`config.mk`:
```
export PLATFORM = sky130hd
export DESIGN_NAME = apb_reg_completer_flat
export DESIGN_NICKNAME = d
export VERILOG_FILES = /design/src/rtl/apb_reg_completer_if.sv /design/src/rtl/apb_reg_completer.sv /design/src/flat_wrapper.sv
export SDC_FILE = /design/constraint.sdc
export NUM_CORES = 1
export LEC_CHECK = 0
export CAP_MARGIN = 10
export CORE_UTILIZATION = 56
export CTS_BUF_LIST = sky130_fd_sc_hd__clkbuf_16
export DETAILED_ROUTE_END_ITERATION = 12
export PLACE_DENSITY_LB_ADDON = 0.12
export SYNTH_ARGS = -nofsm -noshare
export SYNTH_HDL_FRONTEND = slang
export SYNTH_SLANG_ARGS = --single-unit
```
`constraint.sdc`:
```
create_clock -name pclk -period 2.5 [get_ports pclk]
set_clock_uncertainty 0.05 [all_clocks]
set_input_delay 0.5 -clock pclk [delete_from_list [all_inputs] [get_ports pclk]]
set_output_delay 0.5 -clock pclk [all_outputs]
set_load 0.01 [all_outputs]
```
`src/rtl/apb_reg_completer_if.sv`:
```
// APB4 bus bundle between a requester (bridge) and the register completer.
//   psel/penable/pwrite/paddr/pwdata/pstrb : requester -> completer
//   prdata/pready/pslverr                  : completer -> requester
// Handshake: a transfer starts with a setup cycle (psel=1, penable=0) and
// continues with access cycles (psel=1, penable=1) holding paddr/pwrite
// stable until the completer returns pready=1 for exactly one cycle;
// prdata and pslverr are meaningful only in that cycle.
interface apb_reg_completer_if #(
    parameter int ADDR_WIDTH = 32,
    parameter int DATA_WIDTH = 32
);
    logic                    psel;
    logic                    penable;
    logic                    pwrite;
    logic [ADDR_WIDTH-1:0]   paddr;
    logic [DATA_WIDTH-1:0]   pwdata;
    logic [DATA_WIDTH/8-1:0] pstrb;
    logic [DATA_WIDTH-1:0]   prdata;
    logic                    pready;
    logic                    pslverr;

    modport master (
        output psel, penable, pwrite, paddr, pwdata, pstrb,
        input  prdata, pready, pslverr
    );

    modport slave (
        input  psel, penable, pwrite, paddr, pwdata, pstrb,
        output prdata, pready, pslverr
    );
endinterface

```
`src/rtl/apb_reg_completer.sv`:
```
// APB4 completer with a bank of NUM_REGS 32-bit registers.
// Register 0 is a read-only ID word; registers 1..NUM_REGS-1 are read/write
// with byte strobes. WAIT_STATES extra access cycles precede pready.
// Ports:
//   pclk      : clock, all state changes on the rising edge
//   presetn   : asynchronous active-low reset
//   apb       : APB4 bus (slave modport), see apb_reg_completer_if
//   dbg_state : current FSM state (0=IDLE, 1=ACCESS, 2=RESP)
// Errors (pslverr with prdata=0, no register change): unaligned address,
// index out of range, write to the ID register, requester protocol
// violation (access without setup, psel/penable dropped, paddr/pwrite
// changed during access).
module apb_reg_completer #(
    parameter int              ADDR_WIDTH  = 32,
    parameter int              DATA_WIDTH  = 32,
    parameter int              NUM_REGS    = 16,
    parameter int              WAIT_STATES = 1,
    parameter logic [31:0]     ID_VALUE    = 32'hA9B0_0001
) (
    input  logic                   pclk,
    input  logic                   presetn,
    apb_reg_completer_if.slave     apb,
    output logic [1:0]             dbg_state
);
    localparam int STRB_W = DATA_WIDTH / 8;
    localparam int IDX_W  = (NUM_REGS > 1) ? $clog2(NUM_REGS) : 1;

    localparam logic [1:0] ST_IDLE   = 2'd0;
    localparam logic [1:0] ST_ACCESS = 2'd1;
    localparam logic [1:0] ST_RESP   = 2'd2;

    localparam logic [3:0]            WAIT_INIT  = 4'(WAIT_STATES);
    localparam logic [ADDR_WIDTH-3:0] NUM_REGS_A = (ADDR_WIDTH-2)'(NUM_REGS);

    logic [1:0]            state_q, state_d;
    logic [3:0]            cnt_q, cnt_d;
    logic [ADDR_WIDTH-1:0] addr_q, addr_d;
    logic                  write_q, write_d;
    logic [DATA_WIDTH-1:0] wdata_q, wdata_d;
    logic [STRB_W-1:0]     strb_q, strb_d;
    logic                  pready_q, pready_d;
    logic                  pslverr_q, pslverr_d;
    logic [DATA_WIDTH-1:0] prdata_q, prdata_d;
    logic [DATA_WIDTH-1:0] regs_q [NUM_REGS];
    logic [DATA_WIDTH-1:0] regs_d [NUM_REGS];

    logic [ADDR_WIDTH-3:0] idx_full;
    logic [IDX_W-1:0]      idx;
    logic                  access_err;
    logic                  access_ok;
    logic                  setup_seen;
    logic [DATA_WIDTH-1:0] rd_val;

    assign idx_full   = addr_q[ADDR_WIDTH-1:2];
    assign idx        = addr_q[IDX_W+1:2];
    assign access_err = (addr_q[1:0] != 2'b00) || (idx_full >= NUM_REGS_A) ||
                        (write_q && (idx_full == '0));
    // Access cycle continues the latched transfer only if the requester
    // holds select, enable, address and direction.
    assign access_ok  = apb.psel && apb.penable &&
                        (apb.paddr == addr_q) && (apb.pwrite == write_q);
    assign setup_seen = apb.psel && !apb.penable;
    assign rd_val     = (idx == '0) ? ID_VALUE : regs_q[idx];

    always_comb begin
        state_d   = state_q;
        cnt_d     = cnt_q;
        addr_d    = addr_q;
        write_d   = write_q;
        wdata_d   = wdata_q;
        strb_d    = strb_q;
        // Response outputs are single-cycle: cleared unless set below.
        pready_d  = 1'b0;
        pslverr_d = 1'b0;
        prdata_d  = '0;
        for (int i = 0; i < NUM_REGS; i++) regs_d[i] = regs_q[i];

        case (state_q)
            ST_IDLE: begin
                if (setup_seen) begin
                    addr_d  = apb.paddr;
                    write_d = apb.pwrite;
                    wdata_d = apb.pwdata;
                    strb_d  = apb.pstrb;
                    cnt_d   = WAIT_INIT;
                    state_d = ST_ACCESS;
                end else if (apb.psel && apb.penable) begin
                    pready_d  = 1'b1;
                    pslverr_d = 1'b1;
                    state_d   = ST_RESP;
                end
            end
            ST_ACCESS: begin
                if (!access_ok) begin
                    pready_d  = 1'b1;
                    pslverr_d = 1'b1;
                    state_d   = ST_RESP;
                end else if (cnt_q != 4'd0) begin
                    cnt_d = cnt_q - 4'd1;
                end else begin
                    pready_d = 1'b1;
                    state_d  = ST_RESP;
                    if (access_err) begin
                        pslverr_d = 1'b1;
                    end else if (write_q) begin
                        for (int k = 0; k < STRB_W; k++) begin
                            if (strb_q[k]) regs_d[idx][8*k +: 8] = wdata_q[8*k +: 8];
                        end
                    end else begin
                        prdata_d = rd_val;
                    end
                end
            end
            ST_RESP: begin
                if (setup_seen) begin
                    addr_d  = apb.paddr;
                    write_d = apb.pwrite;
                    wdata_d = apb.pwdata;
                    strb_d  = apb.pstrb;
                    cnt_d   = WAIT_INIT;
                    state_d = ST_ACCESS;
                end else begin
                    state_d = ST_IDLE;
                end
            end
            default: state_d = ST_IDLE;
        endcase
    end

    always_ff @(posedge pclk or negedge presetn) begin
        if (!presetn) begin
            state_q   <= ST_IDLE;
            cnt_q     <= '0;
            addr_q    <= '0;
            write_q   <= 1'b0;
            wdata_q   <= '0;
            strb_q    <= '0;
            pready_q  <= 1'b0;
            pslverr_q <= 1'b0;
            prdata_q  <= '0;
            for (int i = 0; i < NUM_REGS; i++) regs_q[i] <= '0;
        end else begin
            state_q   <= state_d;
            cnt_q     <= cnt_d;
            addr_q    <= addr_d;
            write_q   <= write_d;
            wdata_q   <= wdata_d;
            strb_q    <= strb_d;
            pready_q  <= pready_d;
            pslverr_q <= pslverr_d;
            prdata_q  <= prdata_d;
            for (int i = 0; i < NUM_REGS; i++) regs_q[i] <= regs_d[i];
        end
    end

    assign apb.pready  = pready_q;
    assign apb.pslverr = pslverr_q;
    assign apb.prdata  = prdata_q;
    assign dbg_state   = state_q;
endmodule

```
`src/flat_wrapper.sv`:
```
// flat-port wrapper written by rule: the top's interface ports become plain ports
module apb_reg_completer_flat 
#(
    parameter int              ADDR_WIDTH  = 32,
    parameter int              DATA_WIDTH  = 32,
    parameter int              NUM_REGS    = 16,
    parameter int              WAIT_STATES = 1,
    parameter logic [31:0]     ID_VALUE    = 32'hA9B0_0001
)
  (pclk, presetn, dbg_state, apb_psel, apb_penable, apb_pwrite, apb_paddr, apb_pwdata, apb_pstrb, apb_prdata, apb_pready, apb_pslverr);
  apb_reg_completer_if #(.ADDR_WIDTH(ADDR_WIDTH), .DATA_WIDTH(DATA_WIDTH)) apb_i ();
  input  logic pclk;
  input  logic presetn;
  output logic [1:0] dbg_state;
  input wire logic [$bits(apb_i.psel)-1:0] apb_psel;
  input wire logic [$bits(apb_i.penable)-1:0] apb_penable;
  input wire logic [$bits(apb_i.pwrite)-1:0] apb_pwrite;
  input wire logic [$bits(apb_i.paddr)-1:0] apb_paddr;
  input wire logic [$bits(apb_i.pwdata)-1:0] apb_pwdata;
  input wire logic [$bits(apb_i.pstrb)-1:0] apb_pstrb;
  output wire logic [$bits(apb_i.prdata)-1:0] apb_prdata;
  output wire logic [$bits(apb_i.pready)-1:0] apb_pready;
  output wire logic [$bits(apb_i.pslverr)-1:0] apb_pslverr;
  assign apb_i.psel = apb_psel;
  assign apb_i.penable = apb_penable;
  assign apb_i.pwrite = apb_pwrite;
  assign apb_i.paddr = apb_paddr;
  assign apb_i.pwdata = apb_pwdata;
  assign apb_i.pstrb = apb_pstrb;
  assign apb_prdata = apb_i.prdata;
  assign apb_pready = apb_i.pready;
  assign apb_pslverr = apb_i.pslverr;
  apb_reg_completer #(.ADDR_WIDTH(ADDR_WIDTH), .DATA_WIDTH(DATA_WIDTH), .NUM_REGS(NUM_REGS), .WAIT_STATES(WAIT_STATES), .ID_VALUE(ID_VALUE)) u_core (.pclk(pclk), .presetn(presetn), .apb(apb_i), .dbg_state(dbg_state));
endmodule
```
==> results.ini <==
[power]
p_int_mw=16.9
ir_worst_vdd_uv=585
power_density_nw_per_um2=633
pwr-share-seq=0.470
p_sw_mw=5.98
swShare=0.262
clockPowerShare=0.421
p_leak_nw=17.5
comb_power_share=0.109

[worst_setup_path]
worstPathMaxFanout=8
rr_worst_depth=8
timing.rr.start=u_core.addr_q[2]$_DFFE_PN0P_
worstSetupStartpoint=u_core.addr_q[2]$_DFFE_PN0P_
start_kind=flop
cp.arrival_ns=3.16
crit_type=reg2reg
rr_endpoint=u_core.regs_q[257]$_DFFE_PN0P_
required_ns=2.91
end_kind=flop
r2r_slack_ns=-0.25
crit_path_end=u_core.regs_q[257]$_DFFE_PN0P_

[final_layout]
nNetsFinal=2047
final_common_cell=dfrtp_1
synthToLayoutAreaGrowth_pct=22.1
n_antenna_cell=0
fin_util=0.697
final_cell_mix=dfrtp_1 (608), mux2_4 (391), mux4_2 (144), clkdlybuf4s50_1 (107), mux2_1 (90)
drive_above_1_share=0.503

[clocking]
clockBufferDepth=3
htreeDepth=3
cts_tree=yes
cts_made_buffers=67
root_buffer=clkbuf_16
clock_latency_ns=0.60
path_clk_slew_ns=0.06
numClockSinks=613

[yosys]
yosys-top-cells-area=dfrtp_1 (52%), mux2_4 (15%), mux4_2 (11%)
synth_top_area_cell=dfrtp_1
yosysUniqueCellTypes=48
netlist_area_um2=29500
synthAdderAreaFrac=0.000423
synth-simple-area-share=0.0723
synth_top_family_by_area=multiplexers
ys_warn_count=0
synth_xor_area_frac=0.00944
async_reset_ff_frac=1.00
syn_inst=1782
synth_edf_count=0
synth-compound-area-share=0.00978
synth_mux_area_frac=0.363
synth_flop_cell=dfrtp_1
synth_seq_cells=613
synth_top_cell_area_share=0.519
yosysSeqAreaShare=0.519
synth_area_per_cell_um2=16.6
syn_nets=1856

[global_route]
grt_pass1_vias=17700
grt_max_degree=103
grtUsageTotal=0.266
antenna_found_initial=3
grt.overflow.total=0
grt_pass1_wl_um=108000

[run_status]
status=complete, but fails checks
violations=setup timing

[timing]
period_minus_slack_ns=2.75
setup_violations=509
tns_ns=-86.50
hold_viol=0
final.setup.worst_slack_ns=-0.251
grt_setup_unrepaired=yes
max_freq_mhz=364
worst_slew_pin_slew_ns=0.699
relSlewSlack=0.534
timing.final.crit_share=1.10
slew_viol_final=0

[placed_design]
gp_congestion=0.826
io_buffers=108
dp_hpwl_um=41200

[floorplan]
core_um2=51700
rows=83
die_w_um=232
dieHeight_um=232
die-area_um2=53700
start_util=0.571
ioPinCount=109

[routing]
vias_per_cell=6.05
ant_nets=0
routedWlPerCell_um=25.4
drt_iter0_drc=1070
wirelength_um=68600
drt-pass1-iter-count=4
drc=0
vias=16400

[hold_path]
hold_class=reg2reg
hold_depth=0

[job]
maxCapViolCount=0

worst min path at each step:
| stage | start | slack [ns] | end |
|---|---|---|---|
| floorplan | presetn | 0.15 | u_core.addr_q[0]$_DFFE_PN0P_ |
| global placement | u_core.regs_q[499]$_DFFE_PN0P_ | 0.31 | u_core.regs_q[499]$_DFFE_PN0P_ |
| detailed placement | u_core.regs_q[508]$_DFFE_PN0P_ | 0.31 | u_core.regs_q[508]$_DFFE_PN0P_ |
| CTS | u_core.regs_q[484]$_DFFE_PN0P_ | 0.33 | u_core.regs_q[484]$_DFFE_PN0P_ |
| global route | u_core.regs_q[484]$_DFFE_PN0P_ | 0.33 | u_core.regs_q[484]$_DFFE_PN0P_ |
| finish | u_core.regs_q[508]$_DFFE_PN0P_ | 0.32 | u_core.regs_q[508]$_DFFE_PN0P_ |
routing by layer:
layer / track usage / part of all wire / vias up
met3: 0.0540 / 0.043 / 97
li1: - / - / 7016
met4: 0.0672 / 0.021 / 6
met1: 0.387 / 0.46 / 8865
met2: 0.410 / 0.47 / 368
met5: 0 / 0.00050 / -
through the flow:
| step | total power [mW] | hold slack [ns] | instances | area, um2 | setup WS (ns) |
|---|---|---|---|---|---|
| 6_report | 22.8 | 0.323 | 2704 | 36100 | -0.251 |
| 5_1_grt | 23.7 | 0.332 | 2704 | 36100 | -0.318 |
| 4_1_cts | 23.0 | 0.327 | 2693 | 35400 | -0.204 |
| 3_5_place_dp | 13.3 | 0.313 | 2559 | 32600 | -0.754 |
| 3_3_place_gp | 13.2 | 0.311 | 2559 | 32600 | -0.750 |
| 2_1_floorplan | 12.1 | 0.154 | 1782 | 29700 | 0.00158 |
cell usage after synthesis, drive strengths merged (2+ instances only):
cell type / count
nor4: 15
nand4: 3
dfrtp: 613
nor3: 63
nor2b: 29
nor2: 17
nand3b: 3
nand3: 50
a21oi: 2
a221oi: 2
o21ai: 4
buf: 57
xnor2: 6
xor2: 25
mux2: 548
and3: 21
nand2: 20
a31oi: 3
a211oi: 25
clkbuf: 96
inv: 7
mux4: 144
mux2i: 17
state kept, by name, summed over array words and instances, names as in the netlist:
name / count
u_core.cnt_q: 4
u_core.strb_q: 4
u_core.regs_q: 504
u_core.dbg_state: 2
u_core.wdata_q: 32
u_core.apb.prdata: 32
u_core.apb.pready: 1
u_core.apb.pslverr: 1
u_core.addr_q: 32
u_core.write_q: 1
worst max-delay path: stages, from the launching register on:
cell	delay, ns
dfrtp_4	0.51
xnor2_4	0.16
o221ai_2	0.11
or4_4	0.64
buf_16	0.22
buf_12	0.14
nor3_4	0.16
nand3_4	0.24
mux2_4	0.37
kinds of logic after synthesis:
group | count (synthesis)
AOI/OAI and AO/OA | 40
xor gates and xnor gates | 31
adders and majority gates | 1
buffers and inverters | 160
DFF | 613
muxes | 709
and+or+nand+nor | 228
power by group through the flow:
stage	sequential, mW	clock, mW	combinational, mW
3_3_place_gp	10.9	0	2.35
4_1_cts	10.7	9.82	2.44
6_report	10.7	9.61	2.50
3_5_place_dp	10.9	0	2.37
2_1_floorplan	10.5	0	1.57
5_1_grt	10.8	10.2	2.67
layout make-up:
cell class	count	area, um2
inverter	7	26.3
timing repair buffer	275	3460
sequential	613	15400
tap	680	851
multi-input combinational	1009	14200
clock inverter	47	310
clock buffer	73	1830
fill	3345	15700
repair_timing:
item                                    in CTS  in global routing
gates resized for setup                     98                106
pin swaps                                   29                 27
hold buffers                                 1                  0
gates cloned                                 6                  5
endpoints found under the hold margin       31                  0
setup buffers                                7                  7
endpoints found under the setup margin     510                515
Power figures use the tool's default switching activity.
